===== src/rtl/aes_drv_pkg.sv =====
// Shared types and constants for the AES job driver.
package aes_drv_pkg;

  typedef enum logic [2:0] {
    S_IDLE,
    S_KEY,
    S_LOAD_D,
    S_LOAD_K,
    S_START,
    S_WAIT,
    S_RD_ISSUE,
    S_RD_HOLD
  } drv_state_e;

  localparam int WORDS_PER_BLK = 4;
  localparam int KEY_SEL_BIT   = 16;

  // no_of_words doubles as the bridge read select outside the start cycle
  localparam logic [9:0] RDSEL_OUT  = 10'd0;
  localparam logic [9:0] RDSEL_KEY  = 10'd1;
  localparam logic [9:0] RDSEL_DATA = 10'd2;

endpackage


===== src/rtl/aes_drv_addr_gen.sv =====
// Block/word/read counters and byte-address generation for the
// DATA, KEY and OUT bridge regions.
module aes_drv_addr_gen
  import aes_drv_pkg::*;
#(
  parameter logic [15:0] DATA_BASE = 16'h0000,
  parameter logic [15:0] KEY_BASE  = 16'h0000,
  parameter logic [15:0] OUT_BASE  = 16'h0000
) (
  input  logic        clk_i,
  input  logic        rst_i,
  input  logic        clr_i,
  input  logic        w_inc_i,
  input  logic        b_inc_i,
  input  logic        r_clr_i,
  input  logic        r_inc_i,
  output logic [1:0]  w_o,
  output logic [9:0]  b_o,
  output logic [11:0] r_o,
  output logic [15:0] data_addr_o,
  output logic [15:0] key_addr_o,
  output logic [15:0] out_addr_o
);

  logic [1:0]  w_q, w_d;
  logic [9:0]  b_q, b_d;
  logic [11:0] r_q, r_d;

  // Next counter values; the word counter wraps naturally at a block boundary.
  always_comb begin
    w_d = w_q;
    b_d = b_q;
    r_d = r_q;
    if (clr_i) begin
      w_d = 2'd0;
      b_d = 10'd0;
    end else begin
      if (w_inc_i) w_d = w_q + 2'd1;
      if (b_inc_i) b_d = b_q + 10'd1;
    end
    if (r_clr_i)      r_d = 12'd0;
    else if (r_inc_i) r_d = r_q + 12'd1;
  end

  // Counter registers.
  always_ff @(posedge clk_i or posedge rst_i) begin
    if (rst_i) begin
      w_q <= 2'd0;
      b_q <= 10'd0;
      r_q <= 12'd0;
    end else begin
      w_q <= w_d;
      b_q <= b_d;
      r_q <= r_d;
    end
  end

  assign w_o = w_q;
  assign b_o = b_q;
  assign r_o = r_q;

  // 16 bytes per block, 4 bytes per word
  assign data_addr_o = DATA_BASE + {2'b00, b_q, 4'b0000} + {12'd0, w_q, 2'b00};
  assign key_addr_o  = KEY_BASE  + {2'b00, b_q, 4'b0000} + {12'd0, w_q, 2'b00};
  assign out_addr_o  = OUT_BASE  + {2'b00, r_q, 2'b00};

endmodule


===== src/rtl/aes_job_driver.sv =====
// Processor-side AES job driver: loads key/data into the bridge memories,
// fires one start pulse, waits a fixed time and streams the OUT memory back.
module aes_job_driver
  import aes_drv_pkg::*;
#(
  parameter logic [15:0] DATA_BASE    = 16'h0000,
  parameter logic [15:0] KEY_BASE     = 16'h0000,
  parameter logic [15:0] OUT_BASE     = 16'h0000,
  parameter int          MAX_BLOCKS   = 64,
  parameter int          RD_LAT       = 2,
  parameter int          WAIT_BASE    = 32,
  parameter int          WAIT_PER_BLK = 4
) (
  input  logic        clk_processor,
  input  logic        reset,
  input  logic        cmd_valid,
  output logic        cmd_ready,
  input  logic        cmd_decrypt,
  input  logic [9:0]  cmd_nblocks,
  output logic        cmd_err,
  input  logic        in_valid,
  output logic        in_ready,
  input  logic [31:0] in_data,
  output logic        out_valid,
  input  logic        out_ready,
  output logic [31:0] out_data,
  output logic        out_last,
  output logic        busy,
  output logic        aes_encrypt,
  output logic        aes_decrypt,
  output logic        write_en,
  output logic [16:0] data_addr,
  output logic [15:0] key_addr,
  output logic [15:0] write_addr,
  output logic [31:0] write_data,
  output logic [9:0]  no_of_words,
  input  logic [31:0] read_data
);

  localparam logic [7:0] LAT_LAST = 8'(RD_LAT - 1);

  drv_state_e  state_q, state_d;
  logic        op_q;
  logic [9:0]  n_q;
  logic [31:0] key_q [WORDS_PER_BLK];
  logic [15:0] wcnt_q, wcnt_d;
  logic [7:0]  lat_q, lat_d;
  logic [31:0] out_data_q;
  logic        cmd_err_q, cmd_err_d;

  logic        latch_cmd, key_wr, capture;
  logic        ag_clr, ag_w_inc, ag_b_inc, ag_r_clr, ag_r_inc;
  logic [1:0]  w;
  logic [9:0]  b;
  logic [11:0] r;
  logic [15:0] data_wa, key_wa, out_ra;
  logic        cmd_bad, in_acc, rd_last;
  logic [15:0] wait_load;
  logic [11:0] last_idx;

  assign cmd_bad   = (cmd_nblocks == 10'd0) || (cmd_nblocks > 10'(MAX_BLOCKS));
  assign in_acc    = in_valid && ((state_q == S_KEY) || (state_q == S_LOAD_D));
  assign wait_load = 16'(WAIT_BASE) + 16'(n_q) * 16'(WAIT_PER_BLK);
  assign last_idx  = 12'(n_q) * 12'(WORDS_PER_BLK) - 12'd1;
  assign rd_last   = (r == last_idx);

  aes_drv_addr_gen #(
    .DATA_BASE (DATA_BASE),
    .KEY_BASE  (KEY_BASE),
    .OUT_BASE  (OUT_BASE)
  ) u_addr_gen (
    .clk_i       (clk_processor),
    .rst_i       (reset),
    .clr_i       (ag_clr),
    .w_inc_i     (ag_w_inc),
    .b_inc_i     (ag_b_inc),
    .r_clr_i     (ag_r_clr),
    .r_inc_i     (ag_r_inc),
    .w_o         (w),
    .b_o         (b),
    .r_o         (r),
    .data_addr_o (data_wa),
    .key_addr_o  (key_wa),
    .out_addr_o  (out_ra)
  );

  // Next-state and counter control for the job sequence.
  always_comb begin
    state_d   = state_q;
    wcnt_d    = wcnt_q;
    lat_d     = lat_q;
    cmd_err_d = 1'b0;
    latch_cmd = 1'b0;
    key_wr    = 1'b0;
    capture   = 1'b0;
    ag_clr    = 1'b0;
    ag_w_inc  = 1'b0;
    ag_b_inc  = 1'b0;
    ag_r_clr  = 1'b0;
    ag_r_inc  = 1'b0;
    case (state_q)
      S_IDLE: begin
        if (cmd_valid) begin
          latch_cmd = 1'b1;
          if (cmd_bad) begin
            cmd_err_d = 1'b1;
          end else begin
            ag_clr  = 1'b1;
            state_d = S_KEY;
          end
        end
      end
      S_KEY: begin
        if (in_acc) begin
          key_wr   = 1'b1;
          ag_w_inc = 1'b1;
          if (w == 2'd3) state_d = S_LOAD_D;
        end
      end
      S_LOAD_D: begin
        if (in_acc) begin
          ag_w_inc = 1'b1;
          if (w == 2'd3) state_d = S_LOAD_K;
        end
      end
      S_LOAD_K: begin
        ag_w_inc = 1'b1;
        if (w == 2'd3) begin
          ag_b_inc = 1'b1;
          state_d  = ((b + 10'd1) == n_q) ? S_START : S_LOAD_D;
        end
      end
      S_START: begin
        wcnt_d  = wait_load;
        state_d = S_WAIT;
      end
      S_WAIT: begin
        // Leaving on a count of 1 makes WAIT last exactly wait_load cycles
        wcnt_d = (wcnt_q != 16'd0) ? (wcnt_q - 16'd1) : 16'd0;
        if (wcnt_q <= 16'd1) begin
          ag_r_clr = 1'b1;
          lat_d    = 8'd0;
          state_d  = S_RD_ISSUE;
        end
      end
      S_RD_ISSUE: begin
        lat_d = lat_q + 8'd1;
        if (lat_q == LAT_LAST) begin
          capture = 1'b1;
          lat_d   = 8'd0;
          state_d = S_RD_HOLD;
        end
      end
      S_RD_HOLD: begin
        if (out_ready) begin
          ag_r_inc = 1'b1;
          state_d  = rd_last ? S_IDLE : S_RD_ISSUE;
        end
      end
      default: state_d = S_IDLE;
    endcase
  end

  // Control state, command latch, wait/latency counters and read capture.
  always_ff @(posedge clk_processor or posedge reset) begin
    if (reset) begin
      state_q    <= S_IDLE;
      op_q       <= 1'b0;
      n_q        <= 10'd0;
      wcnt_q     <= 16'd0;
      lat_q      <= 8'd0;
      cmd_err_q  <= 1'b0;
      out_data_q <= 32'd0;
    end else begin
      state_q   <= state_d;
      wcnt_q    <= wcnt_d;
      lat_q     <= lat_d;
      cmd_err_q <= cmd_err_d;
      if (latch_cmd) begin
        op_q <= cmd_decrypt;
        n_q  <= cmd_nblocks;
      end
      if (capture) out_data_q <= read_data;
    end
  end

  // Key words are pure data; they are always rewritten before use.
  always_ff @(posedge clk_processor) begin
    if (key_wr) key_q[w] <= in_data;
  end

  // Bridge and stream outputs decoded from the current state.
  always_comb begin
    cmd_ready   = (state_q == S_IDLE);
    busy        = (state_q != S_IDLE);
    in_ready    = 1'b0;
    out_valid   = 1'b0;
    out_last    = 1'b0;
    aes_encrypt = 1'b0;
    aes_decrypt = 1'b0;
    write_en    = 1'b0;
    data_addr   = 17'd0;
    write_data  = 32'd0;
    no_of_words = RDSEL_OUT;
    key_addr    = KEY_BASE;
    write_addr  = OUT_BASE;
    case (state_q)
      S_KEY: in_ready = 1'b1;
      S_LOAD_D: begin
        in_ready   = 1'b1;
        write_en   = in_valid;
        data_addr  = {1'b0, data_wa};
        write_data = in_data;
      end
      S_LOAD_K: begin
        write_en               = 1'b1;
        data_addr              = {1'b0, key_wa};
        data_addr[KEY_SEL_BIT] = 1'b1;
        write_data             = key_q[w];
      end
      S_START: begin
        aes_decrypt = op_q;
        aes_encrypt = !op_q;
        no_of_words = n_q;
        data_addr   = {1'b0, DATA_BASE};
      end
      S_RD_ISSUE: begin
        no_of_words = RDSEL_OUT;
        data_addr   = {1'b0, out_ra};
      end
      S_RD_HOLD: begin
        out_valid = 1'b1;
        out_last  = rd_last;
      end
      default: ;
    endcase
  end

  assign out_data = out_data_q;
  assign cmd_err  = cmd_err_q;

endmodule


===== config.mk =====
export PLATFORM = sky130hd
export DESIGN_NAME = aes_job_driver
export DESIGN_NICKNAME = d
export VERILOG_FILES = /design/src/rtl/aes_drv_pkg.sv /design/src/rtl/aes_drv_addr_gen.sv /design/src/rtl/aes_job_driver.sv
export SDC_FILE = /design/constraint.sdc
export NUM_CORES = 1
export LEC_CHECK = 0
export CAP_MARGIN = 20
export CORE_AREA = 10 10 165 167
export DETAILED_ROUTE_END_ITERATION = 7
export DIE_AREA = 0 0 175 177
export PLACE_DENSITY = 0.75
export SYNTH_ARGS = -nofsm -noshare
export SYNTH_HDL_FRONTEND = slang
export SYNTH_SLANG_ARGS = --single-unit

===== constraint.sdc =====
create_clock -name clk_processor -period 2.96 [get_ports clk_processor]
set_input_delay 0.592 -clock clk_processor [delete_from_list [all_inputs] [get_ports clk_processor]]
set_output_delay 0.592 -clock clk_processor [all_outputs]
set_load 0.01 [all_outputs]

==> run_summary.xml, run 1 <==
<?xml version="1.0" encoding="UTF-8"?>
<metrics>
  <group name="detailed_routing">
    <metric name="drt_wl_total" unit="um">28100</metric>
    <metric name="drt_first_iter_violations" unit="">724</metric>
    <metric name="post_drt_via_cell_ratio" unit="">5.52</metric>
    <metric name="detail_route.first_pass.iterations" unit="">5</metric>
    <metric name="num_vias" unit="">7800</metric>
    <metric name="ant_nets" unit="">0</metric>
    <metric name="avg_wl_per_cell" unit="um">19.9</metric>
    <metric name="remaining_drc_errors" unit="">0</metric>
  </group>
  <group name="synth">
    <metric name="synthesis.area" unit="mm2">0.0110</metric>
    <metric name="synth_seq_area_share" unit="%">56.5</metric>
    <metric name="synth_top_flop_cell" unit="">edfxtp_1</metric>
    <metric name="synth_area_per_cell" unit="um2">12.7</metric>
    <metric name="synth_edf_count" unit="">128</metric>
    <metric name="async_reset_ff_share" unit="%">42.6</metric>
    <metric name="synth.ff_latch_count" unit="">223</metric>
    <metric name="ys_warn_count" unit="">0</metric>
    <metric name="synth_cell_type_count" unit="">79</metric>
    <metric name="post_synth_inst_count" unit="">868</metric>
  </group>
  <group name="place">
    <metric name="hpwlAfterDp" unit="um">19000</metric>
    <metric name="place_ws" unit="ns">-0.0721</metric>
    <metric name="io_buffer_count" unit="">175</metric>
    <metric name="globalplace.congestion" unit="">0.902</metric>
  </group>
  <group name="flow_run">
    <metric name="drv.max_cap_violation_count" unit="">0</metric>
  </group>
  <group name="worst_setup_path">
    <metric name="timing.critical_path.cells" unit="">buf_4 &gt; nor4b_4 &gt; buf_4 &gt; nor3_1 &gt; a32o_1 &gt; a221o_1 &gt; nand3_1 &gt; nor2_1 &gt; buf_2</metric>
    <metric name="setup.worst_path.start_class" unit="">flip-flop</metric>
    <metric name="worst-endpoint-arrival" unit="ns">2.51</metric>
    <metric name="critPathRequiredTime" unit="ns">2.37</metric>
    <metric name="path_buf_inv" unit="">3</metric>
    <metric name="critical-path-max-stage-delay" unit="ns">0.42</metric>
    <metric name="reg2reg_slack" unit="ns">0.40</metric>
    <metric name="critical-path-slowest-cell" unit="">dfrtp_1</metric>
    <metric name="crit_fanout" unit="">4</metric>
    <metric name="crit_top_cell" unit="">buf_4</metric>
    <metric name="rr_endpoint" unit="">state_q[1]</metric>
    <metric name="reg2reg_depth" unit="">7</metric>
    <metric name="setup.worst_path.class" unit="">reg2out</metric>
    <metric name="cpLargestDelayFamily" unit="">compound AO/OA/AOI/OAI gates</metric>
    <metric name="setup.worst_path.end_class" unit="">output port</metric>
    <metric name="timing.rr.start" unit="">u_addr_gen.b_o[1]</metric>
  </group>
  <group name="final_layout">
    <metric name="most_frequent_standard_cell_in_the_layout_excluding_fill_and_tap_cells" unit="">clkdlybuf4s50_1</metric>
    <metric name="most_frequent_cells_in_the_layout" unit="">clkdlybuf4s50_1 (141), edfxtp_1 (128), dfrtp_1 (92)</metric>
    <metric name="layout-area-overhead-vs-synth" unit="%">28.9</metric>
    <metric name="diodes" unit="">0</metric>
    <metric name="final_nets" unit="">1165</metric>
    <metric name="layout-drive-gt1-share" unit="%">17.9</metric>
  </group>
  <group name="global_routing">
    <metric name="first_global_vias" unit="">7929</metric>
    <metric name="antenna_found_initial" unit="">0</metric>
    <metric name="track_usage" unit="%">17.5</metric>
    <metric name="grt_start_max_net_pins" unit="">39</metric>
    <metric name="grt_first_pass_wirelength" unit="um">44400</metric>
    <metric name="overall_overflow_remaining_after_global_route" unit="">0</metric>
  </group>
  <group name="timing">
    <metric name="final-max-slew-violation-count" unit="">0</metric>
    <metric name="fin_skew" unit="ns">0.0183</metric>
    <metric name="totalNegativeSetupSlack" unit="ns">-0.138</metric>
    <metric name="holdWs" unit="ns">0.458</metric>
    <metric name="timing.final.crit_share" unit="%">105</metric>
    <metric name="relSlewSlack" unit="%">46.6</metric>
    <metric name="setup_slack" unit="ns">-0.138</metric>
    <metric name="setup_viol" unit="">1</metric>
    <metric name="finalCriticalPeriod" unit="ns">3.10</metric>
    <metric name="unrepaired_setup_endpoints_after_global_routing" unit="">true</metric>
    <metric name="timing_worst_slew_pin_value" unit="ns">0.800</metric>
    <metric name="final_hold_viol_count" unit="">0</metric>
    <metric name="fmaxAchievable" unit="GHz">0.323</metric>
  </group>
  <group name="worst_hold_path">
    <metric name="hold_crit_endpoint" unit="">wcnt_q[12]</metric>
    <metric name="tightest_hold_check_type" unit="">reg2reg</metric>
    <metric name="min_delay_path_depth" unit="">2</metric>
    <metric name="hold_path.startpoint" unit="">wcnt_q[12]</metric>
  </group>
  <group name="floorplanning">
    <metric name="core_area" unit="mm2">0.0240</metric>
    <metric name="io_pins" unit="">212</metric>
    <metric name="die_area" unit="mm2">0.0310</metric>
    <metric name="initial_utilization" unit="%">46.0</metric>
    <metric name="die_h" unit="um">177</metric>
    <metric name="dieWidth" unit="um">175</metric>
    <metric name="number_of_core_rows" unit="">57</metric>
  </group>
  <group name="clock_network">
    <metric name="cts-htree-levels" unit="">1</metric>
    <metric name="tritoncts_clock_tree" unit="">yes</metric>
    <metric name="max-clock-path-buffers" unit="">3</metric>
    <metric name="cts.reportedPaths.clkPinSlew" unit="ns">0.06</metric>
    <metric name="cts-buffers-inserted" unit="">25</metric>
    <metric name="worstSkewPairLatency" unit="ns">0.51</metric>
    <metric name="clock_sink_count" unit="">223</metric>
    <metric name="clock-root-buffer" unit="">clkbuf_16</metric>
  </group>
  <group name="run_status">
    <metric name="result_of_the_run" unit="">finished, violations left</metric>
    <metric name="violations_in_the_final_reports" unit="">negative setup slack</metric>
  </group>
  <group name="power">
    <metric name="ir_drop" unit="uV">446</metric>
    <metric name="power_per_cell_area" unit="mW/mm2">828</metric>
    <metric name="leak_pwr" unit="uW">0.00560</metric>
  </group>
</metrics>
## cell usage after synthesis, drive strengths merged (4+ instances only)
cell type / n / area [um2]
clkbuf: 40 / 190
ha: 13 / 163
a22o: 34 / 298
nand3: 21 / 105
nand2: 50 / 188
xor2: 19 / 166
edfxtp: 128 / 3840
inv: 20 / 75.1
nor3b: 4 / 30.0
and3: 14 / 88.8
dfrtp: 95 / 2380
mux4: 32 / 721
nand4: 8 / 50.1
xnor2: 23 / 201
o21ai: 57 / 289
buf: 57 / 393
or3: 5 / 31.3
mux2: 38 / 428
nor4: 10 / 81.3
nand2b: 8 / 50.1
nor2: 41 / 154
nor2b: 19 / 119
and2: 14 / 90.1
nor3: 20 / 100
o31ai: 6 / 45.0
a31oi: 4 / 25.0
o22ai: 8 / 50.1
a21oi: 27 / 135
a2111oi: 4 / 61.3
## registers in the layout, summed over array words and instances, names as in the netlist
register and count:
key_q 128, out_data 32, wcnt_q 16, u_addr_gen.r_o 12, n_q 10, u_addr_gen.b_o 10
lat_q 8, state_q 3, u_addr_gen.w_o 2, cmd_err 1, op_q 1
## timing repair
item	CTS	global route
setup endpoints to repair	46	7
gates resized for setup	51	3
gates cloned	2	1
setup buffers	9	1
hold buffers	0	0
pin swaps	5	1
## how the worst max path moves through the flow
stage,cells after the start,end,start
global route,9,out_last,n_q[3]
CTS,9,out_last,n_q[3]
detailed placement,9,out_last,n_q[0]
floorplan,9,out_last,n_q[0]
global placement,9,out_last,n_q[0]
finish,9,out_last,n_q[3]
## power by group
part / internal (uW) / leakage (uW) / switching (uW) / total [uW]
clock: 1800 / 0.000385 / 1210 / 3010
sequential: 3800 / 0.00237 / 377 / 4180
combinational: 2230 / 0.00284 / 2330 / 4560
## cells by family (layout without fill, tap and decap cells)
logic type,Yosys count,in the layout,share of synthesized area (%)
compound gates,170,170,10.7
other cells,1,36,0.0341
flops,223,223,56.5
buf+inv,118,304,6.07
mux,72,72,10.6
fa+ha+maj,13,13,1.48
xor+xnor,42,42,3.34
simple gates,229,229,11.3
## stage by stage
stage	cells	cell area (um2)	util [%]	total power, uW
finish	1413	14200	59.2	11800
global route	1413	14200	59.2	12400
CTS	1411	14200	59.1	11800
detailed placement	1356	13200	55.2	8520
global placement	1356	13200	55.2	8440
floorplan	903	11100	-	7040
## layer usage
metal / part of all wire, % / global-route usage [%] / vias to the layer above
li1: - / - / 3569
met3: 8.8 / 4.97 / 36
met4: 1.5 / 3.46 / 0
met5: 0 / 0 / -
met1: 42 / 23.2 / 3892
met2: 48 / 28.4 / 303
## worst min-delay path, cell delays in order, from the launching register on
cell and delay [ns]:
dfrtp_1 0.33, nand2_1 0.05, nand2_1 0.05
## final cells by class
cell class | instances | area [um2]
multi-input combinational | 562 | 4290
sequential | 223 | 6220
clock inverter | 15 | 150
fill | 1970 | 9770
timing repair buffer | 240 | 2400
clock buffer | 29 | 641
tap | 324 | 405
inverter | 20 | 82.6
No activity file was read; power rests on OpenSTA's default activity.
==> run 2, diff against run 1 <==
CORE_AREA = 10 10 203 205   (was 10 10 165 167)
CTS_CLUSTER_DIAMETER = 50   (was unset)
DIE_AREA = 0 0 213 215   (was 0 0 175 177)
PLACE_DENSITY = 0.52   (was 0.75)
==> run_summary.xml, run 2 (synthesis gave the netlist of run 1 again) <==
<?xml version="1.0" encoding="UTF-8"?>
<metrics>
  <group name="final_layout">
    <metric name="layout-drive-gt1-share" unit="%">20.3</metric>
    <metric name="largest_reg_flops" unit="">128</metric>
    <metric name="most_frequent_cells_in_the_layout" unit="">clkdlybuf4s50_1 (141), edfxtp_1 (128), dfrtp_1 (90)</metric>
    <metric name="diodes" unit="">0</metric>
    <metric name="final_nets" unit="">1185</metric>
    <metric name="most_frequent_standard_cell_in_the_layout_excluding_fill_and_tap_cells" unit="">clkdlybuf4s50_1</metric>
    <metric name="layout-area-overhead-vs-synth" unit="%">34.8</metric>
    <metric name="largest_register" unit="">key_q</metric>
  </group>
  <group name="global_routing">
    <metric name="antenna_found_initial" unit="">0</metric>
    <metric name="overall_overflow_remaining_after_global_route" unit="">0</metric>
    <metric name="grt_start_max_net_pins" unit="">39</metric>
    <metric name="grt_first_pass_wirelength" unit="um">48300</metric>
    <metric name="track_usage" unit="%">13.4</metric>
    <metric name="first_global_vias" unit="">8006</metric>
  </group>
  <group name="worst_hold_path">
    <metric name="tightest_hold_check_type" unit="">in2async</metric>
  </group>
  <group name="floorplanning">
    <metric name="io_pins" unit="">212</metric>
    <metric name="dieWidth" unit="um">213</metric>
    <metric name="number_of_core_rows" unit="">71</metric>
    <metric name="core_area" unit="mm2">0.0372</metric>
    <metric name="die_area" unit="mm2">0.0458</metric>
    <metric name="initial_utilization" unit="%">29.6</metric>
    <metric name="die_h" unit="um">215</metric>
  </group>
  <group name="worst_setup_path">
    <metric name="timing.rr.start" unit="">u_addr_gen.b_o[1]</metric>
    <metric name="reg2reg_depth" unit="">8</metric>
    <metric name="reg2reg_slack" unit="ns">0.48</metric>
    <metric name="rr_endpoint" unit="">state_q[1]</metric>
    <metric name="timing.critical_path.cells" unit="">buf_4 &gt; buf_4 &gt; xnor2_1 &gt; a21oi_1 &gt; o2111ai_2 &gt; a2111oi_4 &gt; nand3_1 &gt; nor2_1 &gt; buf_2</metric>
    <metric name="critPathRequiredTime" unit="ns">2.37</metric>
    <metric name="critical-path-slowest-cell" unit="">dfrtp_1</metric>
    <metric name="setup.worst_path.start" unit="">n_q[3]</metric>
    <metric name="worst-endpoint-arrival" unit="ns">2.44</metric>
    <metric name="setup.worst_path.class" unit="">reg2out</metric>
    <metric name="crit_fanout" unit="">8</metric>
    <metric name="setup.worst_path.start_class" unit="">flip-flop</metric>
    <metric name="critical-path-max-stage-delay" unit="ns">0.38</metric>
    <metric name="setup.worst_path.end_class" unit="">output port</metric>
    <metric name="cpLargestDelayFamily" unit="">compound AO/OA/AOI/OAI gates</metric>
    <metric name="crit_top_cell" unit="">buf_4</metric>
    <metric name="path_buf_inv" unit="">3</metric>
  </group>
  <group name="detailed_routing">
    <metric name="ant_nets" unit="">0</metric>
    <metric name="avg_wl_per_cell" unit="um">19.7</metric>
    <metric name="drt_first_iter_violations" unit="">401</metric>
    <metric name="num_vias" unit="">7660</metric>
    <metric name="drt_wl_total" unit="um">31300</metric>
    <metric name="remaining_drc_errors" unit="">0</metric>
    <metric name="detail_route.first_pass.iterations" unit="">4</metric>
    <metric name="post_drt_via_cell_ratio" unit="">4.82</metric>
  </group>
  <group name="timing">
    <metric name="totalNegativeSetupSlack" unit="ns">-0.0765</metric>
    <metric name="final-max-slew-violation-count" unit="">0</metric>
    <metric name="timing.final.crit_share" unit="%">103</metric>
    <metric name="final_hold_viol_count" unit="">0</metric>
    <metric name="finalCriticalPeriod" unit="ns">3.04</metric>
    <metric name="setup_slack" unit="ns">-0.0765</metric>
    <metric name="fin_skew" unit="ns">0.0220</metric>
    <metric name="setup_viol" unit="">1</metric>
    <metric name="unrepaired_setup_endpoints_after_global_routing" unit="">true</metric>
    <metric name="timing_worst_slew_pin_value" unit="ns">0.518</metric>
    <metric name="fmaxAchievable" unit="GHz">0.329</metric>
    <metric name="relSlewSlack" unit="%">65.4</metric>
    <metric name="holdWs" unit="ns">0.384</metric>
  </group>
  <group name="power">
    <metric name="leak_pwr" unit="uW">0.00582</metric>
    <metric name="ir_drop" unit="uV">497</metric>
    <metric name="power_per_cell_area" unit="mW/mm2">872</metric>
  </group>
  <group name="place">
    <metric name="globalplace.congestion" unit="">0.860</metric>
    <metric name="io_buffer_count" unit="">175</metric>
    <metric name="place_ws" unit="ns">-0.0267</metric>
    <metric name="hpwlAfterDp" unit="um">21300</metric>
  </group>
  <group name="clock_network">
    <metric name="clock_sink_count" unit="">223</metric>
    <metric name="tritoncts_clock_tree" unit="">yes</metric>
    <metric name="cts-htree-levels" unit="">2</metric>
    <metric name="worstSkewPairLatency" unit="ns">0.52</metric>
    <metric name="cts-buffers-inserted" unit="">34</metric>
    <metric name="clock-root-buffer" unit="">clkbuf_16</metric>
    <metric name="cts_hold_buf" unit="">0</metric>
    <metric name="max-clock-path-buffers" unit="">3</metric>
    <metric name="cts.reportedPaths.clkPinSlew" unit="ns">0.05</metric>
  </group>
  <group name="flow_run">
    <metric name="drv.max_cap_violation_count" unit="">0</metric>
  </group>
  <group name="run_status">
    <metric name="result_of_the_run" unit="">finished, violations left</metric>
    <metric name="violations_in_the_final_reports" unit="">negative setup slack</metric>
  </group>
</metrics>
run 2: changes by cell type in the layout (fill, tap and decap cells not counted), sizes merged:
cell / previous run / this run
clkbuf: 30 / 44
clkinv: 10 / 8
buf: 64 / 76
inv: 18 / 21
run 2: timing repair:
item / CTS / global route
pin swaps: 5 / 9
setup endpoints to repair: 53 / 13
gates cloned: 1 / 1
resized for setup: 49 / 17
buffers inserted: 8 / 1
run 2: final cells by class:
cell class / count / area (um2)
fillers: 3555 / 22400
clock buffers: 44 / 982
multi-input cells: 562 / 4330
well taps: 474 / 593
flip-flops and latches: 223 / 6230
clock inverters: 16 / 179
inverters: 20 / 78.8
repair buffers: 251 / 2450
run 2: how the worst max path moves through the flow:
stage               endpoint  slack [ns]  cells after the start
global route        out_last       -0.23                      9
detailed placement  out_last       -0.03                     10
CTS                 out_last       -0.14                     10
global placement    out_last       -0.02                     10
finish              out_last       -0.08                      9
floorplan           out_last        0.26                      9
run 2: stage by stage:
stage	cells	cell area (um2)	utilization [%]	total power [uW]
floorplan	903	11100	-	7040
global placement	1519	13500	36.3	8760
detailed placement	1519	13500	36.3	8760
CTS	1588	14800	39.7	13100
global route	1590	14800	39.9	13700
finish	1590	14800	39.9	12900
run 2: per-layer routing:
layer  vias to the layer above  part of all wire [%]  GRT usage [%]
met5                         -                     0              0
met4                         0                   1.8           3.55
met3                        44                   8.0           4.32
met2                       204                    47           21.2
met1                      3789                    43           17.2
li1                       3623                     -              -
run 2: report_power, final:
group	leakage [uW]	total (uW)	internal [uW]	switching (uW)
Clock	0.000562	4050	2610	1440
Sequential	0.00236	4160	3810	350
Combinational	0.00290	4730	2250	2470
Total	0.00582	12900	8670	4270
==> run 3, diff against run 2 <==
==> constraint.sdc (replaced) <==
create_clock -name clk_processor -period 2.96 [get_ports clk_processor]
set_input_delay 0.444 -clock clk_processor [delete_from_list [all_inputs] [get_ports clk_processor]]
set_output_delay 0.444 -clock clk_processor [all_outputs]
set_load 0.01 [all_outputs]
==> run_summary.xml, run 3 (synthesis gave the netlist of run 1 again) <==
<?xml version="1.0" encoding="UTF-8"?>
<metrics>
  <group name="floorplanning">
    <metric name="dieWidth" unit="um">213</metric>
    <metric name="die_area" unit="mm2">0.0458</metric>
    <metric name="core_area" unit="mm2">0.0372</metric>
    <metric name="number_of_core_rows" unit="">71</metric>
    <metric name="die_h" unit="um">215</metric>
    <metric name="initial_utilization" unit="%">29.6</metric>
    <metric name="io_pins" unit="">212</metric>
  </group>
  <group name="timing">
    <metric name="setup_slack" unit="ns">-0.000613</metric>
    <metric name="final-max-slew-violation-count" unit="">0</metric>
    <metric name="final_hold_viol_count" unit="">0</metric>
    <metric name="fmaxAchievable" unit="GHz">0.338</metric>
    <metric name="unrepaired_setup_endpoints_after_global_routing" unit="">true</metric>
    <metric name="timing.final.crit_share" unit="%">100</metric>
    <metric name="timing_worst_slew_pin_value" unit="ns">0.614</metric>
    <metric name="fin_skew" unit="ns">0.0256</metric>
    <metric name="finalCriticalPeriod" unit="ns">2.96</metric>
    <metric name="totalNegativeSetupSlack" unit="ns">-0.000613</metric>
    <metric name="relSlewSlack" unit="%">59.1</metric>
    <metric name="setup_viol" unit="">1</metric>
  </group>
  <group name="worst_setup_path">
    <metric name="setup.worst_path.class" unit="">reg2out</metric>
    <metric name="path_buf_inv" unit="">3</metric>
    <metric name="worst-endpoint-arrival" unit="ns">2.52</metric>
    <metric name="setup.worst_path.start_class" unit="">flip-flop</metric>
    <metric name="critical-path-max-stage-delay" unit="ns">0.39</metric>
    <metric name="setup.worst_path.start" unit="">n_q[1]</metric>
    <metric name="critical-path-slowest-cell" unit="">dfrtp_1</metric>
    <metric name="timing.critical_path.cells" unit="">inv_2 &gt; ha_4 &gt; nor4b_4 &gt; buf_4 &gt; nor3_1 &gt; a32o_1 &gt; a221o_1 &gt; nand3_1 &gt; nor2_2 &gt; buf_2</metric>
    <metric name="crit_fanout" unit="">6</metric>
    <metric name="setup.worst_path.end_class" unit="">output port</metric>
    <metric name="cpLargestDelayFamily" unit="">compound AO/OA/AOI/OAI gates</metric>
    <metric name="critPathRequiredTime" unit="ns">2.52</metric>
    <metric name="timing.rr.start" unit="">u_addr_gen.b_o[1]</metric>
  </group>
  <group name="place">
    <metric name="io_buffer_count" unit="">175</metric>
    <metric name="globalplace.congestion" unit="">0.814</metric>
    <metric name="hpwlAfterDp" unit="um">20800</metric>
    <metric name="place_ws" unit="ns">0.0689</metric>
  </group>
  <group name="global_routing">
    <metric name="track_usage" unit="%">13.4</metric>
    <metric name="grt_start_max_net_pins" unit="">47</metric>
    <metric name="first_global_vias" unit="">7884</metric>
    <metric name="antenna_found_initial" unit="">0</metric>
    <metric name="grt_first_pass_wirelength" unit="um">47800</metric>
    <metric name="overall_overflow_remaining_after_global_route" unit="">0</metric>
  </group>
  <group name="clock_network">
    <metric name="cts-htree-levels" unit="">2</metric>
    <metric name="cts-buffers-inserted" unit="">34</metric>
    <metric name="tritoncts_clock_tree" unit="">yes</metric>
    <metric name="cts.reportedPaths.clkPinSlew" unit="ns">0.05</metric>
    <metric name="clock-root-buffer" unit="">clkbuf_16</metric>
    <metric name="clock_sink_count" unit="">223</metric>
    <metric name="max-clock-path-buffers" unit="">3</metric>
    <metric name="worstSkewPairLatency" unit="ns">0.54</metric>
    <metric name="cts_hold_buf" unit="">0</metric>
  </group>
  <group name="detailed_routing">
    <metric name="remaining_drc_errors" unit="">0</metric>
    <metric name="ant_nets" unit="">0</metric>
    <metric name="num_vias" unit="">7725</metric>
    <metric name="drt_first_iter_violations" unit="">397</metric>
    <metric name="drt_wl_total" unit="um">31500</metric>
    <metric name="post_drt_via_cell_ratio" unit="">4.91</metric>
    <metric name="detail_route.first_pass.iterations" unit="">4</metric>
    <metric name="avg_wl_per_cell" unit="um">20.0</metric>
  </group>
  <group name="power">
    <metric name="ir_drop" unit="uV">409</metric>
    <metric name="share_comb_of_total_power" unit="%">36.2</metric>
    <metric name="p_switching" unit="uW">4330</metric>
    <metric name="share_seq_of_total_power" unit="%">32.2</metric>
    <metric name="switching_share" unit="%">33.3</metric>
    <metric name="cellInternalPower" unit="uW">8670</metric>
    <metric name="power_per_cell_area" unit="mW/mm2">881</metric>
    <metric name="p_clk_share" unit="%">31.6</metric>
    <metric name="leak_pwr" unit="uW">0.00561</metric>
  </group>
  <group name="run_status">
    <metric name="violations_in_the_final_reports" unit="">negative setup slack</metric>
    <metric name="result_of_the_run" unit="">finished, violations left</metric>
  </group>
  <group name="final_layout">
    <metric name="most_frequent_cells_in_the_layout" unit="">clkdlybuf4s50_1 (173), edfxtp_1 (128), dfrtp_1 (91)</metric>
    <metric name="largest_register" unit="">key_q</metric>
    <metric name="diodes" unit="">0</metric>
    <metric name="final_nets" unit="">1171</metric>
    <metric name="layout-area-overhead-vs-synth" unit="%">33.9</metric>
    <metric name="largest_reg_flops" unit="">128</metric>
    <metric name="layout-drive-gt1-share" unit="%">19.4</metric>
    <metric name="most_frequent_standard_cell_in_the_layout_excluding_fill_and_tap_cells" unit="">clkdlybuf4s50_1</metric>
  </group>
  <group name="flow_run">
    <metric name="drv.max_cap_violation_count" unit="">0</metric>
  </group>
  <group name="worst_hold_path">
    <metric name="tightest_hold_check_type" unit="">in2async</metric>
  </group>
</metrics>
run 3: changes by cell type in the layout (fill, tap and decap cells not counted), moves of 3 or more:
cell / delta
clkdlybuf4s50_1: +32
dlygate4sd2_1: -29
buf_4: -10
buf_6: -3
clkbuf_1: -3
clkbuf_8: -3
clkinvlp_4: -3
inv_6: +3
run 3: layout make-up:
class,instances,area (um2)
clock buffers,38,930
clock inverters,20,223
fillers,3521,22500
inverters,20,77.6
multi-input cells,562,4330
flip-flops and latches,223,6230
well taps,474,593
repair buffers,237,2380
run 3: power by group through the flow:
stage,registers [uW],clock network (uW),logic [uW]
after floorplan,4040,0,2990
after global placement,4210,0,4480
after detailed placement,4220,0,4450
after CTS,4180,4240,4630
after global routing,4240,4350,5120
final,4180,4110,4710
run 3: worst paths after layout:
| check | to | slack, ns | depth (start not counted) |
|---|---|---|---|
| max | out_last | -0.0006 | 10 |
| max reg2reg | state_q[1] | 0.36 | 8 |
| min in group clk_processor | wcnt_q[12] | 0.46 | 2 |
| min | out_data[10] | 0.26 | 2 |
| max in group asynchronous | wcnt_q[0] | 2.01 | 3 |
| min reg2reg | wcnt_q[12] | 0.46 | 2 |
run 3: routing by layer:
layer	share of wire, %	wire [um]	global-route usage (%)	up-vias
met2	47	14700	21.3	255
met1	43	13700	17.1	3837
met5	0	0	0	-
met4	2.2	694	4.64	0
li1	-	-	-	3588
met3	7.6	2390	3.62	45
run 3: through the flow:
step | instance area [um2] | util (%) | std cells | total power, uW | hold WS [ns]
after floorplan | 11100 | - | 903 | 7040 | 0.431
after global placement | 13400 | 36.0 | 1503 | 8690 | 0.448
after detailed placement | 13400 | 36.0 | 1503 | 8670 | 0.452
after CTS | 14700 | 39.4 | 1567 | 13100 | 0.243
after global routing | 14800 | 39.6 | 1574 | 13700 | 0.282
final | 14800 | 39.6 | 1574 | 13000 | 0.259
run 3: timing repair:
item,CTS,global route
cloned,1,1
endpoints found under the setup margin,26,35
pin swaps,6,5
endpoints found under the hold margin,0,0
buffers inserted,5,6
gates resized for setup,17,8
run 3: worst register-to-register path, delay by kind of cell (launching register included):
kind,cells,cell delay (ns)
flops,1,0.42
compound gates,3,1.01
buf+inv,1,0.20
fa+ha+maj,1,0.41
simple gates,3,0.44
